File: config.mk
export PLATFORM = sky130hd
export DESIGN_NAME = ex_wb_buffer
export DESIGN_NICKNAME = d
export VERILOG_FILES = /design/src/rtl/cpu_pkg.sv /design/src/rtl/wb_fifo.sv /design/src/rtl/ex_wb_buffer.sv
export SDC_FILE = /design/constraint.sdc
export NUM_CORES = 1
export LEC_CHECK = 0
export ABC_CLOCK_PERIOD_IN_PS = 2250
export CAP_MARGIN = 20
export CORE_ASPECT_RATIO = 1.4
export CORE_MARGIN = 1
export CORE_UTILIZATION = 29
export CTS_CLUSTER_DIAMETER = 150
export DETAILED_ROUTE_END_ITERATION = 8
export PLACE_DENSITY = 0.53
export SKIP_LAST_GASP = 1
export SLEW_MARGIN = 10
export SYNTH_ARGS = -nofsm -noshare
export SYNTH_HDL_FRONTEND = slang
export SYNTH_SLANG_ARGS = --single-unit
File: constraint.sdc
create_clock -name clk -period 2.25 [get_ports clk]
set_input_delay 0.5625 -clock clk [delete_from_list [all_inputs] [get_ports clk]]
set_output_delay 0.5625 -clock clk [all_outputs]
set_load 0.03 [all_outputs]
File: src/rtl/cpu_pkg.sv
// Shared CPU types: ALU opcodes, architectural flags and writeback queue entries.
// Imported by the ALU and by the execute-to-writeback buffer.
package cpu_pkg;

  localparam int CPU_DW   = 8;
  localparam int CPU_RA_W = 4;

  typedef enum logic [2:0] {
    AND = 3'b000,
    XOR = 3'b001,
    SHL = 3'b010,
    SHR = 3'b011,
    ADD = 3'b100
  } alu_op_t;

  typedef struct packed {
    logic [1:0] ovf;
    logic       zf;
  } flags_t;

  typedef struct packed {
    logic [CPU_RA_W-1:0] dst;
    logic [CPU_DW-1:0]   data;
  } wb_entry_t;

endpackage

File: src/rtl/wb_fifo.sv
// Generic in-order FIFO with flush and asynchronous reset.
// The head entry is read combinationally so it is visible the cycle after a push.
module wb_fifo
  import cpu_pkg::*;
#(
  parameter int  DEPTH   = 2,
  parameter type entry_t = wb_entry_t
) (
  input  logic                         clk,
  input  logic                         rst,
  input  logic                         push,
  input  logic                         pop,
  input  logic                         flush,
  input  entry_t                       din,
  output entry_t                       dout,
  output logic [$clog2(DEPTH+1)-1:0]   count,
  output logic                         full,
  output logic                         empty
);

  localparam int AW = (DEPTH > 1) ? $clog2(DEPTH) : 1;
  localparam int CW = $clog2(DEPTH+1);

  entry_t          mem [DEPTH];
  logic [AW-1:0]   wr_ptr_reg;
  logic [AW-1:0]   rd_ptr_reg;
  logic [CW-1:0]   count_reg;
  logic            push_ok;
  logic            pop_ok;

  assign full    = (count_reg == CW'(DEPTH));
  assign empty   = (count_reg == '0);
  assign push_ok = push & ~full & ~flush;
  assign pop_ok  = pop & ~empty & ~flush;
  assign count   = count_reg;
  assign dout    = mem[rd_ptr_reg];

  // Storage is cleared on reset so the head output is never X.
  genvar gi;
  generate
    for (gi = 0; gi < DEPTH; gi++) begin : g_entry
      always_ff @(posedge clk or posedge rst) begin
        if (rst) begin
          mem[gi] <= '0;
        end else if (push_ok && (wr_ptr_reg == AW'(gi))) begin
          mem[gi] <= din;
        end
      end
    end
  endgenerate

  // Pointers wrap naturally because DEPTH is a power of two.
  always_ff @(posedge clk or posedge rst) begin
    if (rst) begin
      wr_ptr_reg <= '0;
      rd_ptr_reg <= '0;
      count_reg  <= '0;
    end else if (flush) begin
      wr_ptr_reg <= '0;
      rd_ptr_reg <= '0;
      count_reg  <= '0;
    end else begin
      if (push_ok) wr_ptr_reg <= wr_ptr_reg + 1'b1;
      if (pop_ok)  rd_ptr_reg <= rd_ptr_reg + 1'b1;
      case ({push_ok, pop_ok})
        2'b10:   count_reg <= count_reg + CW'(1);
        2'b01:   count_reg <= count_reg - CW'(1);
        default: count_reg <= count_reg;
      endcase
    end
  end

endmodule

File: src/rtl/ex_wb_buffer.sv
// Execute-to-writeback buffer: queues ALU register writes and holds the
// architectural flags, decoupling the ALU from a stalled register-file port.
module ex_wb_buffer
  import cpu_pkg::*;
#(
  parameter int DEPTH = 2,
  parameter int DW    = 8,
  parameter int RA_W  = 4
) (
  input  logic                         clk,
  input  logic                         reset,
  input  logic                         in_valid,
  output logic                         in_ready,
  input  logic [2:0]                   in_op,
  input  logic [DW-1:0]                in_res,
  input  logic [1:0]                   in_ovf,
  input  logic                         in_zf,
  input  logic                         in_we,
  input  logic [RA_W-1:0]              in_dst,
  output logic                         wb_valid,
  input  logic                         wb_ready,
  output logic [RA_W-1:0]              wb_dst,
  output logic [DW-1:0]                wb_data,
  output logic [1:0]                   flag_ovf,
  output logic                         flag_zf,
  input  logic                         flush,
  output logic [$clog2(DEPTH+1)-1:0]   count
);

  typedef struct packed {
    logic [RA_W-1:0] dst;
    logic [DW-1:0]   data;
  } entry_t;

  entry_t  push_entry;
  entry_t  head_entry;
  flags_t  flags_reg;
  logic    full;
  logic    empty;
  logic    accept;
  logic    pop;

  // Readiness depends only on occupancy, so a pop never frees a slot in the same cycle.
  assign in_ready   = ~reset & ~flush & ~full;
  assign accept     = in_valid & in_ready;
  assign wb_valid   = ~empty & ~flush;
  assign pop        = wb_valid & wb_ready;
  assign push_entry = '{dst: in_dst, data: in_res};
  assign wb_dst     = head_entry.dst;
  assign wb_data    = head_entry.data;
  assign flag_ovf   = flags_reg.ovf;
  assign flag_zf    = flags_reg.zf;

  wb_fifo #(
    .DEPTH   (DEPTH),
    .entry_t (entry_t)
  ) u_fifo (
    .clk   (clk),
    .rst   (reset),
    .push  (accept & in_we),
    .pop   (pop),
    .flush (flush),
    .din   (push_entry),
    .dout  (head_entry),
    .count (count),
    .full  (full),
    .empty (empty)
  );

  // Only ADD updates the flags, whether or not its result is written back.
  always_ff @(posedge clk or posedge reset) begin
    if (reset) begin
      flags_reg <= '0;
    end else if (accept && (alu_op_t'(in_op) == ADD)) begin
      flags_reg <= '{ovf: in_ovf, zf: in_zf};
    end
  end

endmodule
==> flow_metrics.py <==
metrics = {
    "run_status": {
        "status": "finished, final reports clean",
    },
    "routing": {
        "wl_um": 3020,
        "post_drt_via_cell_ratio": 4.58,
        "drt_first_pass_iters": 2,
        "route.detailed.drc": 0,
        "postRouteAntennaNets": 0,
        "vias": 1008,
        "dr.first_iter.drc_count": 9,
        "wire_per_inst_um": 13.7,
    },
    "sta": {
        "grt_setup_unrepaired": "no",
        "slew_violations": 0,
        "fmax_mhz": 469,
        "post-route-period-util_pct": 94.8,
        "setup_viol": 0,
        "slew_headroom_pct": 77.3,
        "period_minus_slack_ns": 2.13,
        "tightestPinTransition_ns": 0.332,
        "finalHoldViolCount": 0,
        "finClkSkew_ns": 0.00637,
    },
    "clock_network": {
        "ctsHoldBuffers": 0,
        "cts.path.max_buffers": 2,
        "clk_latency_ns": 0.28,
        "clock-sinks": 31,
        "cts.htree.levels": 2,
        "clk_pin_slew_worst_paths_ns": 0.06,
        "cts_root_buffer": "clkbuf_8",
        "numCtsBuffers": 5,
        "tritoncts": "yes",
    },
    "floorplanning": {
        "die_area_mm2": 0.00541,
        "die_w_um": 62.4,
        "pin_count": 43,
        "die_height_um": 86.6,
        "core_mm2": 0.00488,
        "row_count": 30,
        "initial_core_util_pct": 30.4,
    },
    "final_layout": {
        "layout-drive-gt1-share_pct": 39.7,
        "fin_util_pct": 43.0,
        "nFillCells": 491,
        "largest_reg_flops": 24,
        "fin_cells": 220,
        "final_nets": 179,
        "area_growth_pct": 41.4,
        "diodes": 0,
    },
    "setup_path": {
        "required_ns": 1.69,
        "worstSetupStartpointType": "input pin",
        "cp_top_family": "buffers and inverters",
        "end_kind": "output port",
        "path_cells": "clkdlybuf4s50_1 > buf_4 > nor3_1 > buf_4",
        "arrival_ns": 1.57,
        "cp_slowest_cell": "clkdlybuf4s50_1",
        "slowest_delay_ns": 0.47,
        "cp_common_cell": "buf_4",
        "critical_path_class": "input pin to output port",
        "crit_fanout": 4,
        "path_buf_inv": 3,
    },
    "placed_design": {
        "dp_cells": 212,
        "gp_congestion": 0.742,
        "io_buffers": 42,
        "dp_hpwl_um": 2170,
    },
    "global_route": {
        "overflow": 0,
        "track_usage_pct": 12.4,
        "use_met3_pct": 3.95,
        "grt_pass1_wl_um": 5140,
        "grt_util_met2_pct": 21.5,
        "grt_max_degree": 30,
        "grt_use_met1_pct": 13.9,
        "grt_pass1_vias": 1094,
        "antenna_found_initial": 0,
        "top_usage_layer": "met2",
    },
    "flow_run": {
        "drv_cap": 0,
    },
    "logic_synthesis": {
        "syn_nets": 126,
        "synth_seq_cells": 31,
        "avgSynthCellArea_um2": 14.5,
        "ys_warn_count": 0,
        "yosysSeqAreaShare_pct": 52.3,
        "syn_inst": 102,
        "synth_cell_types": 28,
        "synth.area.top_cells": "dfrtp_1 (52%), mux2_2 (23%), mux2_4 (9.1%), buf_6 (1.5%), buf_12 (1.4%)",
        "yosys.area.top_type": "dfrtp_1",
        "synth_top_area_share_pct": 52.3,
        "synth_area_mm2": 0.00148,
    },
    "power": {
        "ir_worst_vdd_mv": 0.319,
        "p_leak_nw": 0.982,
        "power_density_mw_per_mm2": 829,
    },
    "worst_hold_path": {
        "hp-class": "flop to flop",
    },
}
## metrics by stage
stage / power, mW / setup TNS, ns / hold slack [ns] / instance area (µm²) / setup slack (ns)
global placement: 1.22 / -0.208 / 0.481 / 1990 / -0.0233
detailed placement: 1.23 / -0.504 / 0.488 / 1990 / -0.0561
finish: 1.74 / 0 / 0.504 / 2100 / 0.116
global route: 1.83 / 0 / 0.519 / 2100 / 0.0350
floorplan: 1.01 / 0 / 0.474 / 1480 / 0.298
CTS: 1.77 / 0 / 0.506 / 2100 / 0.106
## path summary, 6_finish.rpt
path,start,end,slack (ns),cells past startpoint
setup / recovery,flush,in_ready,0.12,4
hold / removal,u_fifo.mem[8],u_fifo.mem[8],0.50,1
setup reg to reg,u_fifo.count[1],u_fifo.mem[23],0.52,3
hold reg to reg,u_fifo.mem[8],u_fifo.mem[8],0.50,1
max in group asynchronous,reset,u_fifo.mem[8],1.00,4
min in group asynchronous,reset,u_fifo.count[0],0.69,3
## power breakdown
| part | total, mW | leakage (nW) | internal (mW) | switching [mW] |
|---|---|---|---|---|
| clock | 0.561 | 0.0612 | 0.358 | 0.203 |
| combinational | 0.492 | 0.519 | 0.249 | 0.243 |
| sequential | 0.686 | 0.402 | 0.641 | 0.0451 |
## cells by family after synthesis
| kind of cell | count (synthesis) | share of synthesized area (%) |
|---|---|---|
| xor+xnor | 1 | 0.591 |
| simple gates | 19 | 8.69 |
| buf+inv | 6 | 3.71 |
| compound gates | 6 | 2.78 |
| mux | 39 | 31.9 |
| flops | 31 | 52.3 |
## worst reg2reg max path: stages, from the launching register on
cell     delay [ns]
dfrtp_1        0.44
nor2b_4        0.18
or4b_4         0.64
mux2_4         0.35
## per-layer routing
metal / vias up / routed length [µm]
li1: 473 / -
met1: 495 / 1220
met2: 34 / 1540
met3: 6 / 210
met4: 0 / 56
met5: - / 0
## layout make-up
class	instances	area, µm²	area share [%]
sequential	31	776	37.0
multi-input combinational	65	652	31.1
timing repair buffer	51	468	22.3
clock buffer	6	82.6	3.94
tap	64	80.1	3.82
clock inverter	2	35.0	1.67
inverter	1	3.75	0.179
## cells in the mapped netlist (all sizes together)
cell / instances
a2111oi: 1
xor2: 1
inv: 1
buf: 5
or3b: 1
dfrtp: 31
nor3: 1
nor2b: 2
o21ai: 1
a21oi: 1
o41ai: 1
nor4bb: 1
a31oi: 1
and3b: 1
or4: 1
a22oi: 1
nand2: 3
nor4b: 1
mux2: 39
nor2: 5
nand3b: 1
nand3: 1
or4b: 1
## layout by cell type, fill, tap and decap left out, drive strengths merged
cell	instances
a2111oi	1
a21oi	1
a22oi	1
a31oi	1
and3b	1
buf	11
bufinv	1
clkbuf	6
clkdlybuf4s50	28
clkinv	1
dfrtp	31
dlygate4sd2	12
inv	1
mux2	39
nand2	3
nand3	1
nand3b	1
nor2	5
nor2b	2
nor3	1
nor4b	1
nor4bb	1
o21ai	1
o41ai	1
or3b	1
or4	1
or4b	1
xor2	1
## timing repair
item / 4_1_cts / 5_1_grt
setup endpoints to repair: 12 / 0
gates resized for setup: 12 / 0
buffers inserted: 0 / 0
No activity file was read; power rests on OpenSTA's default activity.
